### src/rtl/mask_gen_pkg.sv
// Shared types and LFSR constants for the row-mask generator.
package mask_gen_pkg;

  typedef enum logic [1:0] {
    MT_SLIDE_R = 2'b00,
    MT_SLIDE_L = 2'b01,
    MT_RANDOM  = 2'b10,
    MT_REPEAT  = 2'b11
  } mask_type_e;

  typedef enum logic [1:0] {
    IDLE = 2'b00,
    FILL = 2'b01,
    EMIT = 2'b10
  } state_e;

  // x^32 + x^22 + x^2 + x + 1 -> state bits 31, 21, 1, 0
  localparam logic [31:0] LFSR_TAPS = 32'h8020_0003;
  localparam logic [31:0] LFSR_SEED = 32'h0000_0001;

  function automatic logic [31:0] lfsr_next(input logic [31:0] s);
    return {s[30:0], ^(s & LFSR_TAPS)};
  endfunction

endpackage

### src/rtl/mask_lfsr.sv
// 32-bit Fibonacci LFSR; output bit is the MSB, an all-zero seed is replaced by 1.
module mask_lfsr
  import mask_gen_pkg::*;
(
  input  logic        clk,
  input  logic        rst,
  input  logic        clk_en,
  input  logic        load,
  input  logic        step,
  input  logic [31:0] seed,
  output logic        out_bit
);

  logic [31:0] state_q;

  always_ff @(posedge clk or posedge rst) begin
    if (rst) begin
      state_q <= LFSR_SEED;
    end else if (clk_en) begin
      if (load)      state_q <= (seed == '0) ? LFSR_SEED : seed;
      else if (step) state_q <= lfsr_next(state_q);
    end
  end

  assign out_bit = state_q[31];

endmodule

### src/rtl/mask_gen_param.sv
// Row-mask generator: builds H_RES-bit row masks from a serially loaded pattern
// (slide right/left, LFSR random, tiled repeat) and hands them out one row per ready/valid transfer.
module mask_gen_param
  import mask_gen_pkg::*;
#(
  parameter int H_RES   = 640,
  parameter int V_RES   = 480,
  parameter int PAT_MAX = 32,
  parameter int RP_W    = 8
) (
  input  logic                       clk,
  input  logic                       rst,
  input  logic                       clk_en,
  input  logic [1:0]                 mask_type,
  input  logic [$clog2(PAT_MAX)-1:0] pattern_w,
  input  logic                       pattern,
  input  logic                       load_pattern,
  input  logic [RP_W-1:0]            repeated_pattern,
  input  logic                       start,
  input  logic                       abort,
  output logic [0:H_RES-1]           mask,
  output logic                       mask_valid,
  input  logic                       mask_ready,
  output logic [$clog2(V_RES)-1:0]   row_idx,
  output logic                       row_last,
  output logic                       frame_done,
  output logic                       busy
);

  localparam int PW_W  = $clog2(PAT_MAX);
  localparam int ROW_W = $clog2(V_RES);
  localparam int COL_W = $clog2(H_RES);

  state_e             state_q, state_d;
  mask_type_e         mode_q;
  logic [PAT_MAX-1:0] pat_q;
  logic [PW_W-1:0]    len_m1_q;
  logic [PW_W-1:0]    cidx_q;
  logic [COL_W-1:0]   col_q;
  logic [31:0]        seed;
  logic               lfsr_bit, lfsr_load, lfsr_step;
  logic               fill_bit, fill_done, last_row, start_ok;
  logic [RP_W-1:0]    rp_rev;
  logic [0:H_RES-1]   tile_row;

  function automatic logic [PW_W-1:0] idx_inc(input logic [PW_W-1:0] i,
                                               input logic [PW_W-1:0] lim);
    return (i == lim) ? '0 : i + 1'b1;
  endfunction

  function automatic logic [PW_W-1:0] idx_dec(input logic [PW_W-1:0] i,
                                               input logic [PW_W-1:0] lim);
    return (i == '0) ? lim : i - 1'b1;
  endfunction

  // Tile bit 0 lands on pixel 0, so reverse before replicating into the ascending mask.
  assign rp_rev   = {<<{repeated_pattern}};
  assign tile_row = {(H_RES/RP_W){rp_rev}};

  if (PAT_MAX >= 32) begin : g_seed_trunc
    assign seed = pat_q[31:0];
  end else begin : g_seed_ext
    assign seed = {{(32-PAT_MAX){1'b0}}, pat_q};
  end

  assign start_ok  = (state_q == IDLE) && start && !load_pattern && !abort;
  assign fill_done = (col_q == COL_W'(H_RES - 1));
  assign last_row  = (mode_q == MT_REPEAT) || (row_idx == ROW_W'(V_RES - 1));
  assign fill_bit  = (mode_q == MT_RANDOM) ? lfsr_bit : pat_q[cidx_q];
  assign lfsr_load = start_ok;
  assign lfsr_step = (state_q == FILL) && (mode_q == MT_RANDOM) && !abort;

  mask_lfsr u_lfsr (
    .clk     (clk),
    .rst     (rst),
    .clk_en  (clk_en),
    .load    (lfsr_load),
    .step    (lfsr_step),
    .seed    (seed),
    .out_bit (lfsr_bit)
  );

  always_ff @(posedge clk or posedge rst) begin
    if (rst)         state_q <= IDLE;
    else if (clk_en) state_q <= state_d;
  end

  always_comb begin
    state_d = state_q;
    if (abort) begin
      state_d = IDLE;
    end else begin
      case (state_q)
        IDLE: if (start_ok) state_d = (mask_type == MT_REPEAT) ? EMIT : FILL;
        FILL: if (fill_done) state_d = EMIT;
        EMIT: begin
          if (mask_ready) begin
            if (last_row)                 state_d = IDLE;
            else if (mode_q == MT_RANDOM) state_d = FILL;
          end
        end
        default: state_d = IDLE;
      endcase
    end
  end

  always_comb begin
    mask_valid = (state_q == EMIT);
    busy       = (state_q != IDLE);
    row_last   = (state_q == EMIT) && last_row;
  end

  // Sliding modes keep one pattern index: counting up through fill and slide-left,
  // restarting at L-1 and counting down for slide-right rows.
  always_ff @(posedge clk or posedge rst) begin
    if (rst) begin
      pat_q      <= '0;
      mode_q     <= MT_SLIDE_R;
      len_m1_q   <= '0;
      cidx_q     <= '0;
      col_q      <= '0;
      row_idx    <= '0;
      mask       <= '0;
      frame_done <= 1'b0;
    end else if (clk_en) begin
      frame_done <= 1'b0;
      if (!abort) begin
        case (state_q)
          IDLE: begin
            if (load_pattern) begin
              pat_q <= {pat_q[PAT_MAX-2:0], pattern};
            end else if (start) begin
              mode_q   <= mask_type_e'(mask_type);
              len_m1_q <= pattern_w;
              cidx_q   <= '0;
              col_q    <= '0;
              row_idx  <= '0;
              if (mask_type == MT_REPEAT) mask <= tile_row;
            end
          end
          FILL: begin
            mask   <= {mask[1:H_RES-1], fill_bit};
            col_q  <= fill_done ? '0 : col_q + 1'b1;
            cidx_q <= (fill_done && mode_q == MT_SLIDE_R) ? len_m1_q
                                                           : idx_inc(cidx_q, len_m1_q);
          end
          EMIT: begin
            if (mask_ready) begin
              if (last_row) begin
                frame_done <= 1'b1;
              end else begin
                row_idx <= row_idx + 1'b1;
                if (mode_q == MT_SLIDE_L) begin
                  mask   <= {mask[1:H_RES-1], pat_q[cidx_q]};
                  cidx_q <= idx_inc(cidx_q, len_m1_q);
                end else if (mode_q == MT_SLIDE_R) begin
                  mask   <= {pat_q[cidx_q], mask[0:H_RES-2]};
                  cidx_q <= idx_dec(cidx_q, len_m1_q);
                end
              end
            end
          end
          default: ;
        endcase
      end
    end
  end

endmodule

### config.mk
export PLATFORM = sky130hd
export DESIGN_NAME = mask_gen_param
export DESIGN_NICKNAME = d
export VERILOG_FILES = /design/src/rtl/mask_gen_pkg.sv /design/src/rtl/mask_lfsr.sv /design/src/rtl/mask_gen_param.sv
export SDC_FILE = /design/constraint.sdc
export NUM_CORES = 2
export LEC_CHECK = 0
export ABC_CLOCK_PERIOD_IN_PS = 29100
export BUFFER_PORTS_ARGS = -buffer_cell sky130_fd_sc_hd__buf_2
export CORE_MARGIN = 8
export CORE_UTILIZATION = 45
export DETAILED_ROUTE_END_ITERATION = 8
export PLACE_DENSITY = 0.66
export SETUP_SLACK_MARGIN = 0.3
export SLEW_MARGIN = 20
export SYNTH_ARGS = -nofsm -noshare
export SYNTH_HDL_FRONTEND = slang
export SYNTH_SLANG_ARGS = --single-unit
export TNS_END_PERCENT = 10
### constraint.sdc
create_clock -name clk -period 29.1 [get_ports clk]
set_input_delay 4.365 -clock clk [delete_from_list [all_inputs] [get_ports clk]]
set_output_delay 4.365 -clock clk [all_outputs]
set_load 0.02 [all_outputs]
==> results.yml <==
grt:
  track_usage_pct: 25.8
  grt_max_degree: 243
  grt_antenna_before_repair: 0
  grt_pass1_wl_um: 201000
  grt_pass1_vias: 31800
  grt-ovfl-total: 0
final_layout:
  final_common_cell: "nand2_1"
  most-common-layout-cells: "738 x nand2_1, 737 x dfrtp_1, 675 x buf_2"
  regArea_mm2: 0.0185
  antenna_cells: 0
  drive_gt1_share_pct: 36.9
  fillers: 7630
  layout.nets: 3948
  final_cells: 5140
  multiInputGateArea_mm2: 0.0183
  synthToLayoutAreaGrowth_pct: 15.2
  post-route-util_pct: 52.0
worst_setup_path:
  arrival_ns: 9.45
  worst-setup-path-type: "in2reg"
  path_max_fanout: 203
  cp.required_ns: 29.60
  worstSetupEndpointType: "flip-flop"
  critPathLaunchType: "input port"
placed_design:
  gp_congestion: 0.812
  post-place-cells: 4984
  place_ws_ns: 19.54
  dp_hpwl_um: 79500
  port_buffers: 675
die:
  dieArea_mm2: 0.0963
  die_height_um: 310
  start_util_pct: 45.2
  die_w_um: 310
  placementRows: 108
  fp.coreArea_mm2: 0.0863
  ios: 676
route:
  viasPerCell: 6.51
  vias: 33400
  drt-initial-drc-count: 4153
  wirelength_um: 131000
  post_drt_wl_per_cell_um: 25.4
  post-route-drc-count: 0
  ant_nets: 0
  firstDrtPassIters: 6
yosys:
  syn_inst: 3549
  synth_xor_area_share_pct: 0.202
  syn_nets: 3580
  ys_types: 61
  avgSynthCellArea_um2: 11.0
  synthesis.area_mm2: 0.0390
  ys_seq_elements: 738
  synthAdderAreaFrac_pct: 0.257
  synth_ff_type: "dfrtp_1"
  synthMuxAreaShare_pct: 1.85
  synthSimpleGateAreaFrac_pct: 8.83
  async_flop_share_pct: 100
  yosys_warnings: 0
  synth_edf_count: 0
  synth_compound_area_share_pct: 35.5
  seq_area_frac_synth_pct: 47.4
  synth_top_family_by_area: "compound AO/OA/AOI/OAI gates"
cts:
  cts-htree-levels: 3
  clock_path_buffers: 3
  worstSkewPairLatency_ns: 0.62
  root_buffer: "clkbuf_16"
  post_cts_buffers: 0
  cts_made_buffers: 84
  cts_sinks: 738
  cts_tree: "yes"
  cts_repair_resize_count: 0
  path_clk_slew_ns: 0.06
  cts_hold_buffers: 0
sta:
  layout_min_cycle_time_ns: 8.95
  grt_setup_unrepaired: "no"
  relSlewSlack_pct: 15.9
  fin_ws_ns: 20.15
  finalSetupTns_ns: 0
  setup_viol: 0
  slew_violations: 0
  fin_skew_ns: 0.0226
  hold_violations: 0
  fmax_mhz: 112
  max_slew.worst_pin.slew_ns: 1.26
  post-route-period-util_pct: 30.7
power_and_ir_drop:
  leakage_nw: 20.2
  total_power_mw: 6.57
  irDropWorstVdd_v: 0.000105
  power_density_mw_per_mm2: 146
run:
  cap_violations: 0
min_path:
  hold_path_class: "reg2reg"
run_status:
  status: "finished clean"
-- critical path, stage by stage --
cell and delay, ns:
buf_2 0.09, nand2b_1 0.14, o2bb2ai_2 0.19, a2111oi_4 0.11
nand2_4 0.85, buf_12 0.78, buf_12 0.64, buf_4 0.87
buf_4 0.92, nand2_1 0.16, o31ai_2 0.11
-- flip-flops by register name (all words and copies together) (netlist names), 5 cells and up --
register,cells
len_m1_q,5
row_idx,9
col_q,10
u_lfsr.state_q,32
pat_q,32
cidx_q,5
mask,640
-- final timing paths --
kind,slack (ns),cells past startpoint,endpoint,start
min,0.49,1,col_q[9]$_DFFE_PP0P_,col_q[9]$_DFFE_PP0P_
min in group asynchronous,3.93,2,mask[265]$_DFFE_PP0P_,rst
min reg2reg,0.49,1,col_q[9]$_DFFE_PP0P_,col_q[9]$_DFFE_PP0P_
max,20.15,11,mask[272]$_DFFE_PP0P_,load_pattern
max reg2reg,22.35,12,mask[272]$_DFFE_PP0P_,state_q[0]$_DFFE_PP0P_
max in group asynchronous,22.04,5,mask[407]$_DFFE_PP0P_,rst
-- per-layer routing --
metal	track usage, %	wire, µm
met1	35.3	53700
met2	40.7	61900
met3	5.41	11100
met4	8.31	4050
met5	0	0
-- cell usage after synthesis (6+ instances only) --
master	count	area share (%)
nor3_1	10	0.13
nor2_1	58	0.56
a21oi_1	14	0.18
nand2_1	741	7.1
ha_1	8	0.26
xnor2_1	8	0.18
inv_1	15	0.14
a221oi_1	638	14
a22o_1	10	0.22
mux4_2	9	0.52
o21ai_0	33	0.42
buf_6	61	1.8
nor4_1	9	0.14
mux2i_1	8	0.21
buf_2	88	1.1
o31ai_2	532	17
a31oi_1	37	0.59
o31ai_1	111	2.1
dfrtp_1	737	47
clkbuf_1	294	2.8
mux2_2	39	1.1
nand3_1	11	0.14
or3_1	6	0.096
nand2b_1	10	0.16
-- final cells by class --
type	instances	share of cell area (%)
clock buffer	130	5.63
clock inverter	24	0.423
tap	1155	3.22
timing repair buffer	732	8.73
inverter	18	0.184
multi-input combinational	2343	40.7
sequential	738	41.1
-- through the flow --
stage | hold slack [ns] | instance area [µm²]
after detailed placement | 0.476 | 42200
after floorplan | 0.436 | 39000
after CTS | 0.485 | 44900
final | 0.489 | 44900
after global placement | 0.467 | 42200
after global routing | 0.501 | 44900
-- kinds of logic (layout without fill, tap and decap cells) --
logic type | count (synthesis) | after routing
XOR/XNOR | 9 | 9
flip-flops | 738 | 738
adder cells (fa/ha/maj) | 8 | 8
AND/OR/NAND/NOR | 870 | 870
multiplexers | 56 | 56
AO/OA/AOI/OAI | 1400 | 1400
buffers and inverters | 468 | 904
-- report_power, final --
group	switching [mW]	total [mW]	internal [mW]
sequential	0.555	2.02	1.47
clock	0.445	1.05	0.608
combinational	2.39	3.50	1.11
total	3.39	6.57	3.18
Note: power is estimated with default switching activity, not from simulation.
